<file path="config.mk">
export PLATFORM = sky130hd
export DESIGN_NAME = redirect_ctrl
export DESIGN_NICKNAME = d
export VERILOG_FILES = /design/src/rtl/redirect_ctrl.sv
export SDC_FILE = /design/constraint.sdc
export NUM_CORES = 1
export LEC_CHECK = 0
export ABC_AREA = 1
export BUFFER_PORTS_ARGS = -buffer_cell sky130_fd_sc_hd__buf_2
export CAP_MARGIN = 20
export CORE_ASPECT_RATIO = 1.75
export CORE_UTILIZATION = 45
export CTS_CLUSTER_DIAMETER = 40
export DETAILED_ROUTE_END_ITERATION = 6
export GPL_TIMING_DRIVEN = 0
export PLACE_DENSITY = 0.87
export SLEW_MARGIN = 30
export SYNTH_ARGS = -nofsm -noshare
export SYNTH_HDL_FRONTEND = slang
export SYNTH_SLANG_ARGS = --single-unit
export TNS_END_PERCENT = 5
</file>
<file path="constraint.sdc">
create_clock -name clk -period 4 [get_ports clk]
set_input_delay 0.4 -clock clk [delete_from_list [all_inputs] [get_ports clk]]
set_output_delay 0.4 -clock clk [all_outputs]
set_load 0.03 [all_outputs]
</file>
<file path="src/rtl/redirect_ctrl.sv">
// redirect_ctrl: sequences the front-end response to an EX branch mispredict or an exception flush.
// Latency: EX accept at cycle N with the delay slot already in ID gives redirect_valid/flush_if at N+1; all outputs registered.
// Backpressure: redirect_valid and redirect_pc hold until redirect_ready; EX redirects arriving while busy are dropped and flagged.
//
// Ports:
//   clk, rst                       clock, synchronous active-high reset
//   pipe_stall                     backend stall; EX redirect ignored while high
//   ex_redirect_valid/_pc          mispredict request and correct target from EX
//   ds_in_id, ds_arrive            delay slot position / arrival pulse in ID
//   exc_flush_valid, exc_pc        exception/eret flush request and its target
//   redirect_valid/_ready/_pc      valid/ready redirect request to fetch
//   flush_if, flush_id             one-cycle stage kill pulses
//   fetch_hold                     fetch must not issue (penalty window)
//   busy, err_overlap              FSM not idle / sticky overlap error
//   mispredict_cnt                 saturating count of accepted EX redirects
module redirect_ctrl #(
    parameter int PENALTY_CYCLES = 0,
    parameter int CNT_W          = 16
) (
    input  logic             clk,
    input  logic             rst,
    input  logic             pipe_stall,
    input  logic             ex_redirect_valid,
    input  logic [31:0]      ex_redirect_pc,
    input  logic             ds_in_id,
    input  logic             ds_arrive,
    input  logic             exc_flush_valid,
    input  logic [31:0]      exc_pc,
    input  logic             redirect_ready,
    output logic             redirect_valid,
    output logic [31:0]      redirect_pc,
    output logic             flush_if,
    output logic             flush_id,
    output logic             fetch_hold,
    output logic             busy,
    output logic             err_overlap,
    output logic [CNT_W-1:0] mispredict_cnt
);

    typedef enum logic [1:0] {
        IDLE     = 2'd0,
        WAIT_DS  = 2'd1,
        REDIRECT = 2'd2,
        PENALTY  = 2'd3
    } state_t;

    localparam logic [3:0] PEN_LOAD = 4'(PENALTY_CYCLES);

    state_t             state_q, state_d;
    logic [3:0]         pen_cnt_q, pen_cnt_d;
    logic               redirect_valid_q, redirect_valid_d;
    logic [31:0]        redirect_pc_q, redirect_pc_d;
    logic               flush_if_q, flush_if_d;
    logic               flush_id_q, flush_id_d;
    logic               fetch_hold_q, fetch_hold_d;
    logic               busy_q, busy_d;
    logic               err_overlap_q, err_overlap_d;
    logic [CNT_W-1:0]   cnt_q, cnt_d;
    logic               ex_take;

    // A stalled backend means EX outputs are meaningless: drop them entirely.
    assign ex_take = ex_redirect_valid && !pipe_stall;

    always_comb begin
        state_d       = state_q;
        pen_cnt_d     = pen_cnt_q;
        redirect_pc_d = redirect_pc_q;
        flush_if_d    = 1'b0;
        flush_id_d    = 1'b0;
        err_overlap_d = err_overlap_q;
        cnt_d         = cnt_q;

        if (exc_flush_valid) begin
            // Exceptions win in every state and restart the redirect from scratch.
            state_d       = REDIRECT;
            redirect_pc_d = exc_pc;
            flush_if_d    = 1'b1;
            flush_id_d    = 1'b1;
        end else begin
            case (state_q)
                IDLE: begin
                    if (ex_take) begin
                        redirect_pc_d = ex_redirect_pc;
                        if (cnt_q != {CNT_W{1'b1}}) begin
                            cnt_d = cnt_q + 1'b1;
                        end
                        if (ds_in_id) begin
                            state_d    = REDIRECT;
                            flush_if_d = 1'b1;
                        end else begin
                            state_d = WAIT_DS;
                        end
                    end
                end
                WAIT_DS: begin
                    if (ds_arrive) begin
                        state_d    = REDIRECT;
                        flush_if_d = 1'b1;
                    end
                end
                REDIRECT: begin
                    // redirect_valid is always high in this state, so ready alone is the handshake.
                    if (redirect_ready) begin
                        if (PEN_LOAD != 4'd0) begin
                            state_d   = PENALTY;
                            pen_cnt_d = PEN_LOAD;
                        end else begin
                            state_d = IDLE;
                        end
                    end
                end
                PENALTY: begin
                    pen_cnt_d = pen_cnt_q - 4'd1;
                    if (pen_cnt_q <= 4'd1) begin
                        state_d = IDLE;
                    end
                end
                default: state_d = IDLE;
            endcase

            if (ex_take && (state_q != IDLE)) begin
                err_overlap_d = 1'b1;
            end
        end

        // Outputs are registered views of the next state.
        redirect_valid_d = (state_d == REDIRECT);
        fetch_hold_d     = (state_d == PENALTY);
        busy_d           = (state_d != IDLE);
    end

    always_ff @(posedge clk) begin
        if (rst) begin
            state_q          <= IDLE;
            pen_cnt_q        <= 4'd0;
            redirect_valid_q <= 1'b0;
            redirect_pc_q    <= 32'd0;
            flush_if_q       <= 1'b0;
            flush_id_q       <= 1'b0;
            fetch_hold_q     <= 1'b0;
            busy_q           <= 1'b0;
            err_overlap_q    <= 1'b0;
            cnt_q            <= '0;
        end else begin
            state_q          <= state_d;
            pen_cnt_q        <= pen_cnt_d;
            redirect_valid_q <= redirect_valid_d;
            redirect_pc_q    <= redirect_pc_d;
            flush_if_q       <= flush_if_d;
            flush_id_q       <= flush_id_d;
            fetch_hold_q     <= fetch_hold_d;
            busy_q           <= busy_d;
            err_overlap_q    <= err_overlap_d;
            cnt_q            <= cnt_d;
        end
    end

    assign redirect_valid = redirect_valid_q;
    assign redirect_pc    = redirect_pc_q;
    assign flush_if       = flush_if_q;
    assign flush_id       = flush_id_q;
    assign fetch_hold     = fetch_hold_q;
    assign busy           = busy_q;
    assign err_overlap    = err_overlap_q;
    assign mispredict_cnt = cnt_q;

endmodule

</file>
Word level (Yosys, flattened, before mapping)
Cells that the tools add are included.
{ "totals": {"regBits": 60, "latch_bits": 0, "mem_bits_rw": 0, "romBits": 0, "inputBits": 72, "output_inout_bits": 54, "wordCells": 48, "mem_count": 0} }
{ "op_classes": {"n_addsub": 2, "n_mul": 0, "n_div": 0, "n_lt_le_gt_ge": 1, "n_eq_ne": 6, "n_shift": 0, "muxes": 16, "bitwise": 1, "n_reduce_logical": 12} }
{ "op_table": {"columns": ["op", "n"], "rows": [
  ["32-bit 2-to-1 mux", 3],
  ["16-bit by 1-bit adder with 16-bit output, second input constant", 1],
  ["16-bit != test, second input constant", 1],
  ["2-bit 2-to-1 mux", 6],
  ["2-bit == test, second input constant", 4],
  ["2-bit one-hot mux with 4 select lines", 1],
  ["2-bit nonzero test", 4],
  ["2-bit AND reduction", 3],
  ["1-bit 2-to-1 mux", 5],
  ["4-bit by 1-bit <= comparator with 1-bit output, second input constant", 1],
  ["4-bit AND reduction", 1],
  ["4-bit by 1-bit subtractor with 4-bit output, second input constant", 1],
  ["2-bit by 1-bit == test with 1-bit output, second input constant", 1],
  ["1-bit logical AND", 2],
  ["2-bit zero test", 1],
  ["1-bit one-hot mux with 2 select lines", 1],
  ["1-bit zero test", 1],
  ["1-bit NOT", 1]
]} }

Longest topological paths before layout
{ "logic_depth": {"word_depth": 6, "depth_mapped": 10, "ltp_nobuf": 10} }

Worst setup path after synthesis
Ideal clock, no wire load.
{ "synth_path": {"path_kind": "register to register", "startpoint": "register cnt_q[1] (netlist: mispredict_cnt[1])", "endpoint": "register cnt_q[14] (netlist: mispredict_cnt[14])", "setup_time_ns": 0.068, "arrival_time_ns": 1.696, "required_time_ns": 3.932, "path_slack_ns": 2.236, "stages_incl_launch_ff": 11, "path_buffers": 1, "synth_period_minus_slack_ns": 1.764, "cell_sequence": "dfxtp_1 -> ha_1 -> nand2_1 -> nor2_2 -> nand2_2 -> nor2_4 -> nand2_4 -> nand2_4 -> buf_12 -> nand2_1 -> a21oi_2"} }
{ "synth_between": {"elab_chain_len": 2, "elab_cells_between_ends": 3, "classes_between": "add/sub (1); eq/ne (1); reduce/logical (1)"} }
{ "synth_lines": {"columns": ["element", "line", "text"], "rows": [
  ["from (decl)", "58", "logic [CNT_W-1:0] cnt_q, cnt_d;"],
  ["from (signal assigned)", "154", "cnt_q <= cnt_d;"],
  ["parallel branches: the longest is 2 deep, another holds 16-bit by 1-bit adder with 16-bit output", null, null]
]} }
Several ways; the timed one is not identified.
A chain may end at the register's enable or synchronous reset.

Worst setup path after layout
{ "layout_path": {"startpoint": "register cnt_q[0] (netlist: mispredict_cnt[0])", "endpoint": "register cnt_q[5] (netlist: mispredict_cnt[5])"} }
The elaborated chain is that of the path after synthesis.

==> results.ini <==
[outcome]
status = complete, no violations

[critical_path]
cp.arrival_ns = 2.05
crit_required_ns = 4.27
start_kind = register
reg2reg_depth = 10
critPathMaxFanout = 10
end_kind = register
crit_type = register to register

[pwr]
finalPower_mw = 1.55
p_leak_nw = 2.11
irDropWorstVdd_mv = 0.289
power.density_nw_per_um2 = 396

[logic_synthesis]
synth-edff-count = 0
synthMuxAreaShare_pct = 0
yosysTopAreaCell = dfxtp_1
synth_top_family_by_area = simple AND/OR/NAND/NOR gates
yosysMostFrequentCell = nand2_1
synth_flop_cell = dfxtp_1
synth_warnings = 0
synth_adder_area_share_pct = 1.27
synth_top_area_share_pct = 40.5
synthTopCellsByCount = nand2_1, dfxtp_1, nand3_1
yosys.area_share.simple_pct = 33.7
synth_area_leaders = dfxtp_1, nand2_1, o211a_1, nand3_1, nor2_1
synth_xor_xnor_area_share_pct = 1.18
ys_ff_latch = 60
synth-async-reset-ratio_pct = 0
ys_types = 26
ys_seq_area_share_pct = 40.5
syn_area_um2 = 2970
syn_avg_cell_area_um2 = 7.31
synth_compound_area_share_pct = 16.2
syn_inst = 406
synth_fp_nets = 481

[global_routing]
grt_pass1_wl_mm = 13.5
antenna_found_initial = 0
overflow = 0
grt_max_degree = 11
track_usage_pct = 24.7
grt_pass1_vias = 3046

[route]
drt_iter0_drc = 129
via_per_inst = 5.26
wl_mm = 8.49
drt_first_pass_iters = 4
vias = 3287
antenna_left = 0
wl_per_cell_um = 13.6
post-route-drc-count = 0

[clock_tree]
clock_latency_ns = 0.34
cts_buffers = 9
cts_tree = built
cts_setup_buffers = 0
cts-htree-levels = 3
clk_pin_slew_ns = 0.07
cts-root-buf = clkbuf_8
cts_hold_buf = 0
clockBufferDepth = 2
clock_sink_count = 60
postCtsResizedCells = 0

[layout]
area_delta_synth_final_pct = 31.9
final_area_um2 = 3910
drive_gt1_share_pct = 29.2
fin_nets = 615
diodes = 0

[hold_path]
hold_depth = 2
hold_class = input port to register

[floorplan]
row_count = 38
num_io_pins = 126
initial_utilization_pct = 47.3
core_um2 = 6280
die-area_um2 = 6930
die_h_um = 109
chipWidth_um = 63.4

[timing]
hold_ws_ns = 0.360
setup_viol = 0
fin_tns_setup_ns = 0
fin_skew_ns = 0.00805
slew_violations = 0
max_slew.worst_pin.slew_ns = 0.535
min_period_ns = 1.78
finalCritPeriodShare_pct = 44.4
hold_viol_final = 0
slew_headroom_pct = 64.4
rsz0062_at_grt = false
fin_ws_ns = 2.22
fmax_mhz = 563

[place]
place_area_um2 = 3680
globalplace.congestion = 0.853
place.detailed.hpwl_mm = 6.48
numPortBuffers = 123
dp_slack_ns = 2.21

[flow_run]
maxCapViolCount = 0

[power by group]
group | switching (mW) | total, mW | internal, mW
clock network | 0.240 | 0.652 | 0.412
logic | 0.158 | 0.249 | 0.0905
registers | 0.0178 | 0.648 | 0.631
[per-layer routing]
metal,wire [um],track usage (%),vias up
met5,0,0,-
met1,3240,25.9,1522
li1,-,-,1611
met3,580,6.43,16
met2,4500,45.9,138
met4,169,10.2,0
[critical path, cell delays in order (launching register included)]
cell and delay, ns:
dfxtp_1 0.40, ha_1 0.23, nand2_1 0.08, nor2_2 0.19, nand2_2 0.12, nor2_4 0.13, nand2_4 0.12, nand2_4 0.12
buf_12 0.13, nand2_1 0.05, a21oi_1 0.14
[cells by family after synthesis]
family / count (synthesis)
DFF: 60
adders and majority gates: 3
and+or+nand+nor: 228
buffers and inverters: 50
AOI/OAI and AO/OA: 61
xor gates and xnor gates: 4
[sequential cells by signal, summed over array words and instances, names as in the netlist]
signal	count
busy	1
err_overlap	1
fetch_hold	1
flush_id	1
flush_if	1
mispredict_cnt	16
pen_cnt_q	4
redirect_pc	32
redirect_valid	1
state_q	2
[metrics by stage]
step           std cells  util (%)
2_1_floorplan        406         -
3_3_place_gp         609      58.7
3_5_place_dp         609      58.7
4_1_cts              625      62.4
5_1_grt              625      62.4
6_report             625      62.4
[layout by cell type (no fill, tap or decap), types with 3 or more instances in the layout]
cell and n:
bufinv_16 3, ha_1 3, inv_1 27, nand3b_1 5
nand2_1 125, o21ai_0 11, dfxtp_1 60, clkbuf_8 9
nand4_1 4, clkbuf_1 15, o211a_1 32, a21oi_2 3
nor2_1 32, nand3_1 52, a21oi_1 13, nand2_2 3
buf_2 131
[layout make-up]
type | count | area (um^2)
clock inverters | 5 | 100
flip-flops and latches | 60 | 1200
well taps | 80 | 100
clock buffers | 11 | 131
inverters | 28 | 105
repair buffers | 123 | 616
plain buffers | 22 | 109
fillers | 575 | 2360
multi-input cells | 296 | 1550
[path summary, 6_finish.rpt]
check	startpoint	endpoint	slack [ns]
max	mispredict_cnt[0]	mispredict_cnt[5]	2.22
min	rst	mispredict_cnt[6]	0.36
max reg2reg	mispredict_cnt[0]	mispredict_cnt[5]	2.22
min reg2reg	redirect_pc[16]	redirect_pc[16]	0.50
No activity file was read; power rests on OpenSTA's default activity.
